==> config.mk <==
export PLATFORM = sky130hd
export DESIGN_NAME = sdram_aref_ctrl
export DESIGN_NICKNAME = d
export VERILOG_FILES = /design/src/rtl/sdram_aref_ctrl.sv
export SDC_FILE = /design/constraint.sdc
export NUM_CORES = 1
export LEC_CHECK = 0
export CAP_MARGIN = 20
export CORE_UTILIZATION = 46
export DETAILED_ROUTE_END_ITERATION = 12
export PLACE_DENSITY_LB_ADDON = 0.1
export SYNTH_ARGS = -nofsm -noshare
export SYNTH_HDL_FRONTEND = slang
export SYNTH_SLANG_ARGS = --single-unit
export TNS_END_PERCENT = 50
==> constraint.sdc <==
create_clock -name clk -period 1.3 [get_ports clk]
set_input_delay 0.26 -clock clk [delete_from_list [all_inputs] [get_ports clk]]
set_output_delay 0.26 -clock clk [all_outputs]
set_load 0.005 [all_outputs]
==> src/rtl/sdram_aref_ctrl.sv <==
// sdram_aref_ctrl : SDRAM auto-refresh scheduler and PRECHARGE/AUTO REFRESH sequencer.
// Optional overrun reporting via macro SDRAM_AREF_OVERRUN_EN.  Rev 1.0
`default_nettype none

module sdram_aref_ctrl #(
  parameter int unsigned REF_INTERVAL = 750,
  parameter int unsigned TRP_CYC      = 2,
  parameter int unsigned TRC_CYC      = 7,
  parameter int unsigned AREF_NUM     = 2
) (
  input  logic        clk,
  input  logic        rst,
  input  logic        init_end,
  input  logic        aref_en,
  output logic        aref_req,
  output logic        aref_end,
  output logic [3:0]  aref_cmd,
  output logic [1:0]  aref_bank_addr,
  output logic [12:0] aref_addr
`ifdef SDRAM_AREF_OVERRUN_EN
  ,output logic       aref_overrun
  ,output logic [7:0] aref_miss_cnt
`endif
);

  localparam int unsigned INT_W   = $clog2(REF_INTERVAL);
  localparam int unsigned CYC_MAX = (TRC_CYC > TRP_CYC) ? TRC_CYC : TRP_CYC;
  localparam int unsigned CYC_W   = $clog2(CYC_MAX);
  localparam int unsigned REF_W   = $clog2(AREF_NUM + 1);

  localparam logic [3:0] CMD_NOP  = 4'b0111;
  localparam logic [3:0] CMD_PRE  = 4'b0010;
  localparam logic [3:0] CMD_AREF = 4'b0001;

  typedef enum logic [2:0] {
    S_WAIT_INIT = 3'd0,
    S_IDLE      = 3'd1,
    S_PRECH     = 3'd2,
    S_TRP       = 3'd3,
    S_AREF      = 3'd4,
    S_TRC       = 3'd5,
    S_END       = 3'd6
  } state_t;

  state_t             state_q;
  logic               init_done_q;
  logic [INT_W-1:0]   int_cnt_q;
  logic [CYC_W-1:0]   cyc_cnt_q;
  logic [REF_W-1:0]   ref_cnt_q;
  logic               aref_req_q;
  logic               aref_end_q;
  logic [3:0]         cmd_q;
  logic [1:0]         ba_q;
  logic [12:0]        addr_q;

  logic wrap;
  logic grant;

  assign wrap  = init_done_q && (int_cnt_q == INT_W'(REF_INTERVAL - 1));
  assign grant = (state_q == S_IDLE) && aref_en && aref_req_q;

  // Outputs are registered from the next state, so a command appears in the cycle its state is occupied.
  always_ff @(posedge clk) begin
    if (rst) begin
      state_q     <= S_WAIT_INIT;
      init_done_q <= 1'b0;
      int_cnt_q   <= '0;
      cyc_cnt_q   <= '0;
      ref_cnt_q   <= '0;
      aref_req_q  <= 1'b0;
      aref_end_q  <= 1'b0;
      cmd_q       <= CMD_NOP;
      ba_q        <= 2'b11;
      addr_q      <= 13'h1fff;
    end else begin
      if (init_end) init_done_q <= 1'b1;
      if (init_done_q) int_cnt_q <= wrap ? '0 : int_cnt_q + INT_W'(1);

      if (grant)     aref_req_q <= 1'b0;
      else if (wrap) aref_req_q <= 1'b1;

      aref_end_q <= 1'b0;
      cmd_q      <= CMD_NOP;
      ba_q       <= 2'b11;
      addr_q     <= 13'h1fff;

      case (state_q)
        S_WAIT_INIT: if (init_done_q) state_q <= S_IDLE;
        S_IDLE: begin
          if (grant) begin
            state_q <= S_PRECH;
            cmd_q   <= CMD_PRE;
            addr_q  <= 13'h0400;
          end
        end
        S_PRECH: begin
          state_q   <= S_TRP;
          cyc_cnt_q <= '0;
        end
        S_TRP: begin
          if (cyc_cnt_q == CYC_W'(TRP_CYC - 2)) begin
            state_q <= S_AREF;
            cmd_q   <= CMD_AREF;
          end else begin
            cyc_cnt_q <= cyc_cnt_q + CYC_W'(1);
          end
        end
        S_AREF: begin
          state_q   <= S_TRC;
          cyc_cnt_q <= '0;
          ref_cnt_q <= ref_cnt_q + REF_W'(1);
        end
        S_TRC: begin
          if (cyc_cnt_q == CYC_W'(TRC_CYC - 2)) begin
            if (ref_cnt_q < REF_W'(AREF_NUM)) begin
              state_q <= S_AREF;
              cmd_q   <= CMD_AREF;
            end else begin
              state_q    <= S_END;
              aref_end_q <= 1'b1;
            end
          end else begin
            cyc_cnt_q <= cyc_cnt_q + CYC_W'(1);
          end
        end
        S_END: begin
          state_q   <= S_IDLE;
          ref_cnt_q <= '0;
        end
        default: state_q <= S_WAIT_INIT;
      endcase
    end
  end

  assign aref_req       = aref_req_q;
  assign aref_end       = aref_end_q;
  assign aref_cmd       = cmd_q;
  assign aref_bank_addr = ba_q;
  assign aref_addr      = addr_q;

`ifdef SDRAM_AREF_OVERRUN_EN
  logic       overrun_q;
  logic [7:0] miss_q;

  // A wrap while a request is still pending (even one being granted this edge) loses an interval.
  always_ff @(posedge clk) begin
    if (rst) begin
      overrun_q <= 1'b0;
      miss_q    <= 8'h00;
    end else if (wrap && aref_req_q) begin
      overrun_q <= 1'b1;
      if (miss_q != 8'hff) miss_q <= miss_q + 8'd1;
    end
  end

  assign aref_overrun  = overrun_q;
  assign aref_miss_cnt = miss_q;
`else
  // Overruns are absorbed: aref_req just stays high until granted.
`endif

endmodule

`default_nettype wire

==> results of run 1 <==
==> registers in the layout, indices dropped and copies added, names as in the netlist <==
register,count
init_done_q,1
state_q,3
cyc_cnt_q,3
ref_cnt_q,2
aref_cmd,3
aref_end,1
int_cnt_q,10
aref_addr,1
aref_req,1
==> path summary, 6_finish.rpt <==
| kind | endpoint | slack (ns) | cells past startpoint |
|---|---|---|---|
| worst min register to register | ref_cnt_q[0] | 0.53 | 2 |
| worst min-delay path | init_done_q | 0.50 | 3 |
| worst max register to register | cyc_cnt_q[1] | -0.06 | 5 |
| worst max-delay path | cyc_cnt_q[1] | -0.06 | 5 |
==> worst register-to-register path, stage by stage, from the launching register on <==
cell	delay (ns)
dfxtp_2	0.36
inv_4	0.08
ha_4	0.16
nand4b_1	0.17
a311o_1	0.43
o31ai_2	0.08
==> cells in the mapped netlist, drive strengths merged (3+ instances only) <==
| library cell | instances | share of area |
|---|---|---|
| nor2b | 4 | 0.018 |
| or4 | 5 | 0.028 |
| nand4 | 4 | 0.018 |
| o31ai | 4 | 0.032 |
| nand2b | 7 | 0.032 |
| nor3 | 3 | 0.011 |
| a21oi | 7 | 0.026 |
| or3 | 3 | 0.015 |
| o21ai | 10 | 0.037 |
| xor2 | 4 | 0.026 |
| ha | 5 | 0.046 |
| inv | 6 | 0.017 |
| dfxtp | 25 | 0.37 |
| nand3 | 5 | 0.028 |
| buf | 19 | 0.10 |
| nand2 | 8 | 0.022 |
| nor2 | 8 | 0.022 |
==> power by group through the flow <==
stage / clock network, mW / logic [mW] / registers [mW]
after floorplan: 0 / 0.148 / 0.824
after global placement: 0 / 0.236 / 0.842
after detailed placement: 0 / 0.242 / 0.843
after CTS: 0.366 / 0.262 / 0.828
after global routing: 0.386 / 0.325 / 0.838
final: 0.354 / 0.298 / 0.833
==> final cells by class <==
type	instances	area share
multi-input cells	103	0.434
flip-flops and latches	25	0.266
repair buffers	65	0.252
well taps	31	0.0197
inverters	6	0.0140
clock buffers	4	0.0133
==> placed cells by master, fill, tap and decap left out, types with 4 or more instances in the layout <==
| cell type | netlist | final |
|---|---|---|
| dfxtp_4 | 0 | 4 |
| nor2b_1 | 4 | 4 |
| nand2b_1 | 7 | 6 |
| dfxtp_2 | 0 | 8 |
| dlygate4sd2_1 | 0 | 6 |
| ha_4 | 0 | 4 |
| o21ai_0 | 10 | 9 |
| dfxtp_1 | 25 | 13 |
| clkbuf_2 | 0 | 11 |
| nor2_1 | 8 | 5 |
| nand4_1 | 4 | 4 |
| conb_1 | 2 | 4 |
| nand2_1 | 8 | 7 |
| buf_6 | 0 | 6 |
| a21oi_2 | 0 | 4 |
| buf_4 | 16 | 39 |
==> layer usage <==
| metal | vias up | global-route usage |
|---|---|---|
| met5 | - | 0 |
| met4 | 0 | 0.0836 |
| met3 | 6 | 0.0300 |
| met2 | 44 | 0.405 |
| met1 | 619 | 0.208 |
| li1 | 639 | - |
==> repair_timing <==
| item | in CTS | in global routing |
|---|---|---|
| resized for setup | 53 | 45 |
| setup endpoints to repair | 37 | 29 |
| setup buffers | 6 | 5 |
| pin swaps | 8 | 12 |
| hold buffers | 0 | 0 |
==> kinds of logic (layout without fill, tap and decap cells) <==
group	count (synthesis)	in the layout	share of synthesized area
and+or+nand+nor	52	52	0.229
AOI/OAI and AO/OA	38	38	0.203
buffers and inverters	27	75	0.122
DFF	25	25	0.369
adders and majority gates	5	5	0.0461
xor gates and xnor gates	4	4	0.0258
other	2	4	0.00554
==> results.sh, run 1 <==
export IMPL_design_power_total_mw=1.48
export IMPL_power_share_switching=0.278
export IMPL_routed_via_count=1308
export IMPL_timing_critical_path_to_type="flop"
export IMPL_grt_antenna_before_repair=0
export IMPL_p_per_area_mw_per_mm2=753
export IMPL_timing_critical_path_from_type="flop"
export IMPL_dpl_hpwl_mm=2.23
export IMPL_grt_start_max_net_pins=14
export IMPL_layout_worst_path_cycle_share=1.05
export IMPL_layoutNonFillerInstCount=234
export IMPL_origin_of_the_critical_flop_to_flop_path="cyc_cnt_q[1]"
export IMPL_cp_data_arrival_time_ns=1.59
export IMPL_route_detailed_wl_per_inst_um=14.0
export IMPL_net_switching_power_uw=413
export IMPL_placeableCoreArea_mm2=0.00278
export IMPL_timing_setup_tns_ns=-0.165
export IMPL_layout_min_cycle_time_ns=1.36
export IMPL_utilization=0.709
export IMPL_buffer_ports_inserted=20
export IMPL_internal_power_mw=1.07
export IMPL_timing_fmax_ghz=0.735
export IMPL_final_gp_congestion=0.872
export IMPL_dieArea_mm2=0.00317
export IMPL_antennaDiodeCount=0
export IMPL_avgViaCountPerCell=5.59
export IMPL_syn_inst=153
export IMPL_dpl_worst_slack_ns=-0.205
export IMPL_insertion_delay_ns=0.32
export IMPL_skew_ns=0.00826
export IMPL_critical_path_required_ns=1.52
export IMPL_cts_root_buffer="clkbuf_4"
export IMPL_met2WireLength_mm=1.77
export IMPL_first_pass_iters=4
export IMPL_critPathKind="reg2reg"
export IMPL_core_rowCount=19
export IMPL_power_frac_seq=0.561
export IMPL_post_dp_cell_area_mm2=0.00173
export IMPL_design_area_mm2=0.00197
export IMPL_routed_top_layer="met4"
export IMPL_antenna_violating_nets_post_route=0
export IMPL_clk_pin_slew_worst_paths_ns=0.13
export IMPL_clock_power_share=0.239
export IMPL_critical_path_top_delay_family="compound AO/OA/AOI/OAI gates"
export IMPL_synth_seq_area_share=0.369
export IMPL_multi_input_comb_area_um2=857
export IMPL_worst_case_clock_buffer_depth=2
export IMPL_chipWidth_um=56.3
export IMPL_setup_worst_path_start="cyc_cnt_q[1]"
export IMPL_synth_enable_flop_cells=0
export IMPL_met3_wirelength_um=151
export IMPL_syn_area_per_cell_um2=8.86
export IMPL_hold_path_startpoint="init_end"
export IMPL_yosys_warnings=0
export IMPL_grt_remaining_overflow=0
export IMPL_timing_critical_path_fanout_max=3
export IMPL_cts_num_sinks=25
export IMPL_wire_length_of_the_first_global_routing_pass_mm=5.12
export IMPL_global_route_usage_total=0.204
export IMPL_syn_cell_area_mm2=0.00136
export IMPL_min_delay_path_class="in2reg"
export IMPL_critPathBufInv=1
export IMPL_postSynth_asyncResetShare=0
export IMPL_final_setup_violating_endpoints=7
export IMPL_grt_setup_unrepaired="true"
export IMPL_slowest_delay_ns=0.43
export IMPL_sequential_cell_area_um2=526
export IMPL_cts_buffers_inserted=3
export IMPL_n_fill_cell=222
export IMPL_vias_in_the_first_global_route=1277
export IMPL_postLayoutSetupSlackWorst_ns=-0.0609
export IMPL_routed_wire_length_mm=3.27
export IMPL_timing_max_cap_violations=0
export IMPL_power_combinational_fraction=0.201
export IMPL_final_hold_violation_count=0
export IMPL_route_detailed_drc=0
export IMPL_maxSlewViolCount=0
export IMPL_initialDrtViolationCount=18
export IMPL_cts_htree_levels=1
export IMPL_wire_length_the_detailed_router_placed_on_met1_mm=1.30
export IMPL_max_vdd_ir_drop_uv=725
export IMPL_leakage_nw=0.774
export IMPL_violations_in_the_final_reports="negative setup slack"
export IMPL_path_cells="inv_4 > ha_4 > nand4b_1 > a311o_1 > o31ai_2"
export IMPL_floorplan_initialDensity=0.488
export IMPL_synthFlopType="dfxtp_1"
export IMPL_syn2layout_area_growth_pct=45.5
export IMPL_post_route_cells_drive_above_1_share=0.498
export IMPL_floorplan_die_height_um=56.3
export IMPL_placed_cells=221
export IMPL_tritoncts_clock_tree="yes"
export IMPL_synth_cell_type_count=40
export IMPL_floorplan_io_pins=25
export IMPL_holdWs_ns=0.504
export IMPL_crit_slowest_cell="a311o_1"
export IMPL_outcome="complete, but fails checks"
export IMPL_ys_ff_latch=25
export IMPL_layout_nets=213
(Power assumes the default switching activity.)
==> inputs of run 2 (changes only) <==
PLACE_DENSITY = 0.79   (was not set)
PLACE_DENSITY_LB_ADDON = not set   (was 0.1)
==> run 2 against run 1 <==
  * Flip-flop and latch count did not move
  * Sequential power up 0.8%
  * Non-clock buffer count decreased by 4
  * Critical endpoint is now int_cnt_q[8]
  * The run still ends with negative setup slack left
  * Final cell count shrank 1.7%
  * Sequential share of layout area shrank 0.55 points
  * Critical path type unchanged
  * Clock skew up 0.0086 ns
==> results.sh, run 2 (synthesis gave the netlist of run 1 again) <==
export IMPL_final_cell_mix="buf_4 (34), dfxtp_1 (15), buf_6 (9)"
export IMPL_rrSetupSlack_ns=-0.10
export IMPL_avgViaCountPerCell=5.89
export IMPL_placeableCoreArea_mm2=0.00278
export IMPL_layout_cells_most_common="buf_4"
export IMPL_antennaDiodeCount=0
export IMPL_insertion_delay_ns=0.34
export IMPL_first_pass_iters=4
export IMPL_global_route_usage_total=0.235
export IMPL_cts_buffers_inserted=3
export IMPL_buffer_ports_inserted=20
export IMPL_worst_r2r_endpoint="int_cnt_q[8]"
export IMPL_vias_in_the_first_global_route=1332
export IMPL_antenna_violating_nets_post_route=0
export IMPL_layout_worst_path_cycle_share=1.08
export IMPL_p_per_area_mw_per_mm2=764
export IMPL_timing_hold_worst_endpoint="init_done_q"
export IMPL_maxSlewViolCount=0
export IMPL_timing_max_cap_violations=0
export IMPL_grt_util_met3=0.0369
export IMPL_worst_hold_path_cell_count=3
export IMPL_tritoncts_clock_tree="yes"
export IMPL_post_route_cells_drive_above_1_share=0.472
export IMPL_hold_buffers=0
export IMPL_leakage_nw=0.767
export IMPL_cts_root_buffer="clkbuf_4"
export IMPL_grt_remaining_overflow=0
export IMPL_timing_critical_path_fanout_max=3
export IMPL_routed_wire_length_mm=3.75
export IMPL_path_cells="buf_6 > ha_4 > nand4_1 > or3_4 > a21oi_2"
export IMPL_cts_num_sinks=25
export IMPL_hold_path_startpoint="init_end"
export IMPL_grt_setup_unrepaired="true"
export IMPL_floorplan_io_pins=25
export IMPL_final_gp_congestion=0.953
export IMPL_post_dp_cell_area_mm2=0.00170
export IMPL_core_rowCount=19
export IMPL_chipWidth_um=56.3
export IMPL_final_hold_violation_count=0
export IMPL_timing_critical_path_to_type="flop"
export IMPL_postLayoutSetupSlackWorst_ns=-0.100
export IMPL_critPathKind="reg2reg"
export IMPL_design_power_total_mw=1.52
export IMPL_floorplan_die_height_um=56.3
export IMPL_crit_slowest_cell="dfxtp_2"
export IMPL_timing_fmax_ghz=0.714
export IMPL_min_delay_path_class="in2reg"
export IMPL_max_vdd_ir_drop_uv=657
export IMPL_syn2layout_area_growth_pct=46.4
export IMPL_n_fill_cell=186
export IMPL_floorplan_initialDensity=0.488
export IMPL_route_detailed_wl_per_inst_um=16.3
export IMPL_final_setup_violating_endpoints=12
export IMPL_grt_antenna_before_repair=0
export IMPL_cts_htree_levels=1
export IMPL_design_area_mm2=0.00199
export IMPL_route_detailed_drc=0
export IMPL_slowest_delay_ns=0.40
export IMPL_top_usage_layer="met2"
export IMPL_worst_case_clock_buffer_depth=2
export IMPL_cp_data_arrival_time_ns=1.67
export IMPL_groute_layer_met2_usage=0.425
export IMPL_initialDrtViolationCount=63
export IMPL_dpl_hpwl_mm=2.35
export IMPL_placed_cells=217
export IMPL_critical_path_required_ns=1.57
export IMPL_dpl_worst_slack_ns=-0.242
export IMPL_clk_pin_slew_worst_paths_ns=0.16
export IMPL_groute_layer_met1_usage=0.272
export IMPL_top_register="int_cnt_q"
export IMPL_largest_reg_flops=10
export IMPL_layout_nets=209
export IMPL_skew_ns=0.0169
export IMPL_origin_of_the_critical_flop_to_flop_path="int_cnt_q[0]"
export IMPL_timing_critical_path_from_type="flop"
export IMPL_grt_start_max_net_pins=15
export IMPL_routed_via_count=1354
export IMPL_dieArea_mm2=0.00317
export IMPL_layout_min_cycle_time_ns=1.40
export IMPL_layoutNonFillerInstCount=230
export IMPL_outcome="complete, but fails checks"
export IMPL_reg2regPathDepth=5
export IMPL_violations_in_the_final_reports="negative setup slack"
export IMPL_wire_length_of_the_first_global_routing_pass_mm=5.91
-- run 2: cell count changes in the layout (fill, tap and decap cells not counted), moves of 3 or more --
cell,previous run,this run
buf_6,6,9
buf_2,0,6
nor2b_1,4,1
clkbuf_2,11,1
buf_4,39,34
-- run 2: what timing repair did --
item,in CTS,in global routing
pin swaps,6,11
resized for setup,73,32
setup buffers,6,2
endpoints found under the setup margin,35,32
gates cloned,0,1
hold endpoints to repair,0,0
-- run 2: power breakdown --
part           internal [mW]  total, mW  leakage [nW]  switching, mW
Clock                  0.116      0.375        0.0177          0.259
Sequential             0.794      0.840         0.207         0.0466
Combinational          0.156      0.301         0.542          0.144
Total                   1.07       1.52         0.767          0.450
-- run 2: worst max path at each step --
stage,start,end,slack [ns]
6_report,int_cnt_q[0],int_cnt_q[8],-0.10
5_1_grt,int_cnt_q[0],int_cnt_q[8],-0.15
4_1_cts,int_cnt_q[1],int_cnt_q[0],-0.08
3_5_place_dp,rst,state_q[1],-0.24
3_3_place_gp,rst,aref_cmd[2],-0.17
2_1_floorplan,int_cnt_q[1],int_cnt_q[0],0.02
-- run 2: area by class of cell --
cell class / count / area, µm² / share of cell area
clock buffers: 3 / 22.5 / 0.0113
clock inverters: 1 / 5.00 / 0.00252
inverters: 6 / 25.0 / 0.0126
multi-input cells: 103 / 856 / 0.431
flip-flops and latches: 25 / 518 / 0.261
well taps: 31 / 38.8 / 0.0195
repair buffers: 61 / 520 / 0.262
-- run 2: critical path: cells and delay by family, from the launching register on --
kind                       cells  cell delay [ns]
AOI/OAI and AO/OA              1             0.15
adders and majority gates      1             0.12
buffers and inverters          1             0.13
DFF                            1             0.40
and+or+nand+nor                2             0.53
-- run 2: through the flow --
| step | hold WS, ns | TNS, ns | utilization |
|---|---|---|---|
| 6_report | 0.473 | -0.618 | 0.714 |
| 5_1_grt | 0.502 | -1.42 | 0.714 |
| 4_1_cts | 0.473 | -0.468 | 0.654 |
| 3_5_place_dp | 0.511 | -2.49 | 0.612 |
| 3_3_place_gp | 0.479 | -1.69 | 0.612 |
| 2_1_floorplan | 0.376 | 0 | - |
-- run 2: metal layers --
metal  up-vias  part of all wire
met5         -                 0
met4         0             0.019
met3         9             0.047
met2        53              0.53
met1       660              0.41
li1        632                 -
==> inputs of run 3 (changes only) <==
CORE_UTILIZATION = 40   (was 46)
PLACE_DENSITY = 0.71   (was 0.79)
==> run 3 against run 2 <==
  * Setup slack better by 0.022 ns
  * Sequential power about the same
  * The run still ends with negative setup slack left
  * Flip-flop and latch count unchanged
  * Clock power down 5%
  * Core utilization down 9.3 points
  * Final cell count up 4.8%
  * Maximum frequency up 1.6%
==> results.sh, run 3 (synthesis gave the netlist of run 1 again) <==
export IMPL_path_cells="buf_4 > nand3_1 > or4_1 > a21oi_1"
export IMPL_utilization=0.621
export IMPL_layout_min_cycle_time_ns=1.38
export IMPL_reg2regPathDepth=4
export IMPL_origin_of_the_critical_flop_to_flop_path="int_cnt_q[0]"
export IMPL_tritoncts_clock_tree="yes"
export IMPL_power_share_switching=0.281
export IMPL_crit_slowest_cell="or4_1"
export IMPL_cp_data_arrival_time_ns=1.64
export IMPL_cts_buffers_inserted=3
export IMPL_insertion_delay_ns=0.32
export IMPL_skew_ns=0.00420
export IMPL_worst_hold_path_cell_count=3
export IMPL_route_detailed_drc=0
export IMPL_global_route_usage_total=0.201
export IMPL_layout_worst_path_cycle_share=1.06
export IMPL_floorplan_initialDensity=0.434
export IMPL_net_switching_power_uw=414
export IMPL_grt_antenna_before_repair=0
export IMPL_floorplan_die_height_um=60.2
export IMPL_leakage_nw=0.745
export IMPL_wire_length_of_the_first_global_routing_pass_mm=5.46
export IMPL_layout_cells_most_common="buf_4"
export IMPL_violations_in_the_final_reports="negative setup slack"
export IMPL_internal_power_mw=1.06
export IMPL_grt_setup_unrepaired="true"
export IMPL_worst_case_clock_buffer_depth=2
export IMPL_critical_path_top_delay_family="simple AND/OR/NAND/NOR gates"
export IMPL_dpl_hpwl_mm=2.36
export IMPL_initialDrtViolationCount=30
export IMPL_power_frac_seq=0.571
export IMPL_final_hold_violation_count=0
export IMPL_timing_fmax_ghz=0.725
export IMPL_grt_start_max_net_pins=14
export IMPL_antenna_violating_nets_post_route=0
export IMPL_max_vdd_ir_drop_uv=766
export IMPL_buffer_ports_inserted=20
export IMPL_timing_max_cap_violations=0
export IMPL_cts_num_sinks=25
export IMPL_cts_htree_levels=1
export IMPL_layout_nets=207
export IMPL_layoutNonFillerInstCount=241
export IMPL_core_rowCount=20
export IMPL_critical_path_required_ns=1.56
export IMPL_outcome="complete, but fails checks"
export IMPL_power_combinational_fraction=0.188
export IMPL_dieArea_mm2=0.00363
export IMPL_routed_via_count=1276
export IMPL_first_pass_iters=4
export IMPL_placeableCoreArea_mm2=0.00313
export IMPL_timing_critical_path_fanout_max=5
export IMPL_worst_r2r_endpoint="int_cnt_q[9]"
export IMPL_rrSetupSlack_ns=-0.08
export IMPL_clock_power_share=0.241
export IMPL_post_dp_cell_area_mm2=0.00173
export IMPL_floorplan_io_pins=25
export IMPL_p_per_area_mw_per_mm2=758
export IMPL_chipWidth_um=60.2
export IMPL_routed_wire_length_mm=3.42
export IMPL_design_area_mm2=0.00194
export IMPL_clk_pin_slew_worst_paths_ns=0.13
export IMPL_holdWs_ns=0.489
export IMPL_top_register="int_cnt_q"
export IMPL_placed_cells=231
export IMPL_timing_critical_path_from_type="flop"
export IMPL_hold_path_startpoint="init_end"
export IMPL_postLayoutSetupSlackWorst_ns=-0.0788
export IMPL_vias_in_the_first_global_route=1243
export IMPL_final_gp_congestion=0.915
export IMPL_critPathKind="reg2reg"
export IMPL_grt_remaining_overflow=0
export IMPL_avgViaCountPerCell=5.29
export IMPL_largest_reg_flops=10
export IMPL_post_route_cells_drive_above_1_share=0.457
export IMPL_cts_root_buffer="clkbuf_4"
export IMPL_syn2layout_area_growth_pct=43.3
export IMPL_final_cell_mix="buf_4 (35), dfxtp_1 (14), clkbuf_2 (12), o21ai_0 (8), dfxtp_2 (8)"
export IMPL_route_detailed_wl_per_inst_um=14.2
export IMPL_slowest_delay_ns=0.49
export IMPL_timing_hold_worst_endpoint="init_done_q"
export IMPL_maxSlewViolCount=0
export IMPL_min_delay_path_class="in2reg"
export IMPL_critPathBufInv=1
export IMPL_antennaDiodeCount=0
export IMPL_timing_critical_path_to_type="flop"
export IMPL_n_fill_cell=269
export IMPL_final_setup_violating_endpoints=9
==> run 3: area by class of cell <==
| type | count | area, µm² | area share |
|---|---|---|---|
| clock buffer | 4 | 26.3 | 0.0135 |
| inverter | 6 | 27.5 | 0.0142 |
| multi-input combinational | 103 | 862 | 0.444 |
| sequential | 25 | 522 | 0.269 |
| tap | 44 | 55.1 | 0.0283 |
| timing repair buffer | 59 | 450 | 0.232 |
==> run 3: what timing repair did <==
| action | in CTS | in global routing |
|---|---|---|
| setup endpoints to repair | 32 | 31 |
| buffers inserted | 3 | 3 |
| pin swaps | 4 | 14 |
| resized for setup | 54 | 40 |
| hold buffers | 0 | 0 |
==> run 3: worst reg2reg max path, cell delays in order, from the launching register on <==
cell     delay [ns]
dfxtp_4        0.42
buf_4          0.13
nand3_1        0.13
or4_1          0.49
a21oi_1        0.15
==> run 3: per-layer routing <==
layer  up-vias  part of all wire  GRT usage
li1        625                 -          -
met1       614              0.39      0.212
met2        33              0.56      0.386
met3         4             0.043     0.0498
met4         0            0.0079     0.0565
met5         -                 0          0
==> run 3: worst max-delay path by stage <==
stage	start	endpoint	slack, ns	cells past startpoint
global placement	aref_en	aref_cmd[0]	-0.17	3
global route	int_cnt_q[1]	int_cnt_q[6]	-0.17	5
detailed placement	rst	aref_cmd[2]	-0.27	4
CTS	int_cnt_q[1]	int_cnt_q[8]	-0.11	5
finish	int_cnt_q[0]	int_cnt_q[9]	-0.08	4
floorplan	int_cnt_q[1]	int_cnt_q[0]	0.02	5
==> run 3: power by group through the flow <==
stage	Combinational, mW	Clock [mW]	Sequential, mW
floorplan	0.148	0	0.824
global placement	0.211	0	0.849
detailed placement	0.221	0	0.850
CTS	0.238	0.366	0.833
global route	0.305	0.413	0.847
finish	0.277	0.356	0.840
==> run 3: metrics by stage <==
stage	setup TNS [ns]	setup WS [ns]	power (mW)
floorplan	0	0.0191	0.972
global placement	-1.66	-0.166	1.06
detailed placement	-3.06	-0.272	1.07
CTS	-0.573	-0.112	1.44
global route	-1.13	-0.168	1.56
finish	-0.429	-0.0788	1.47
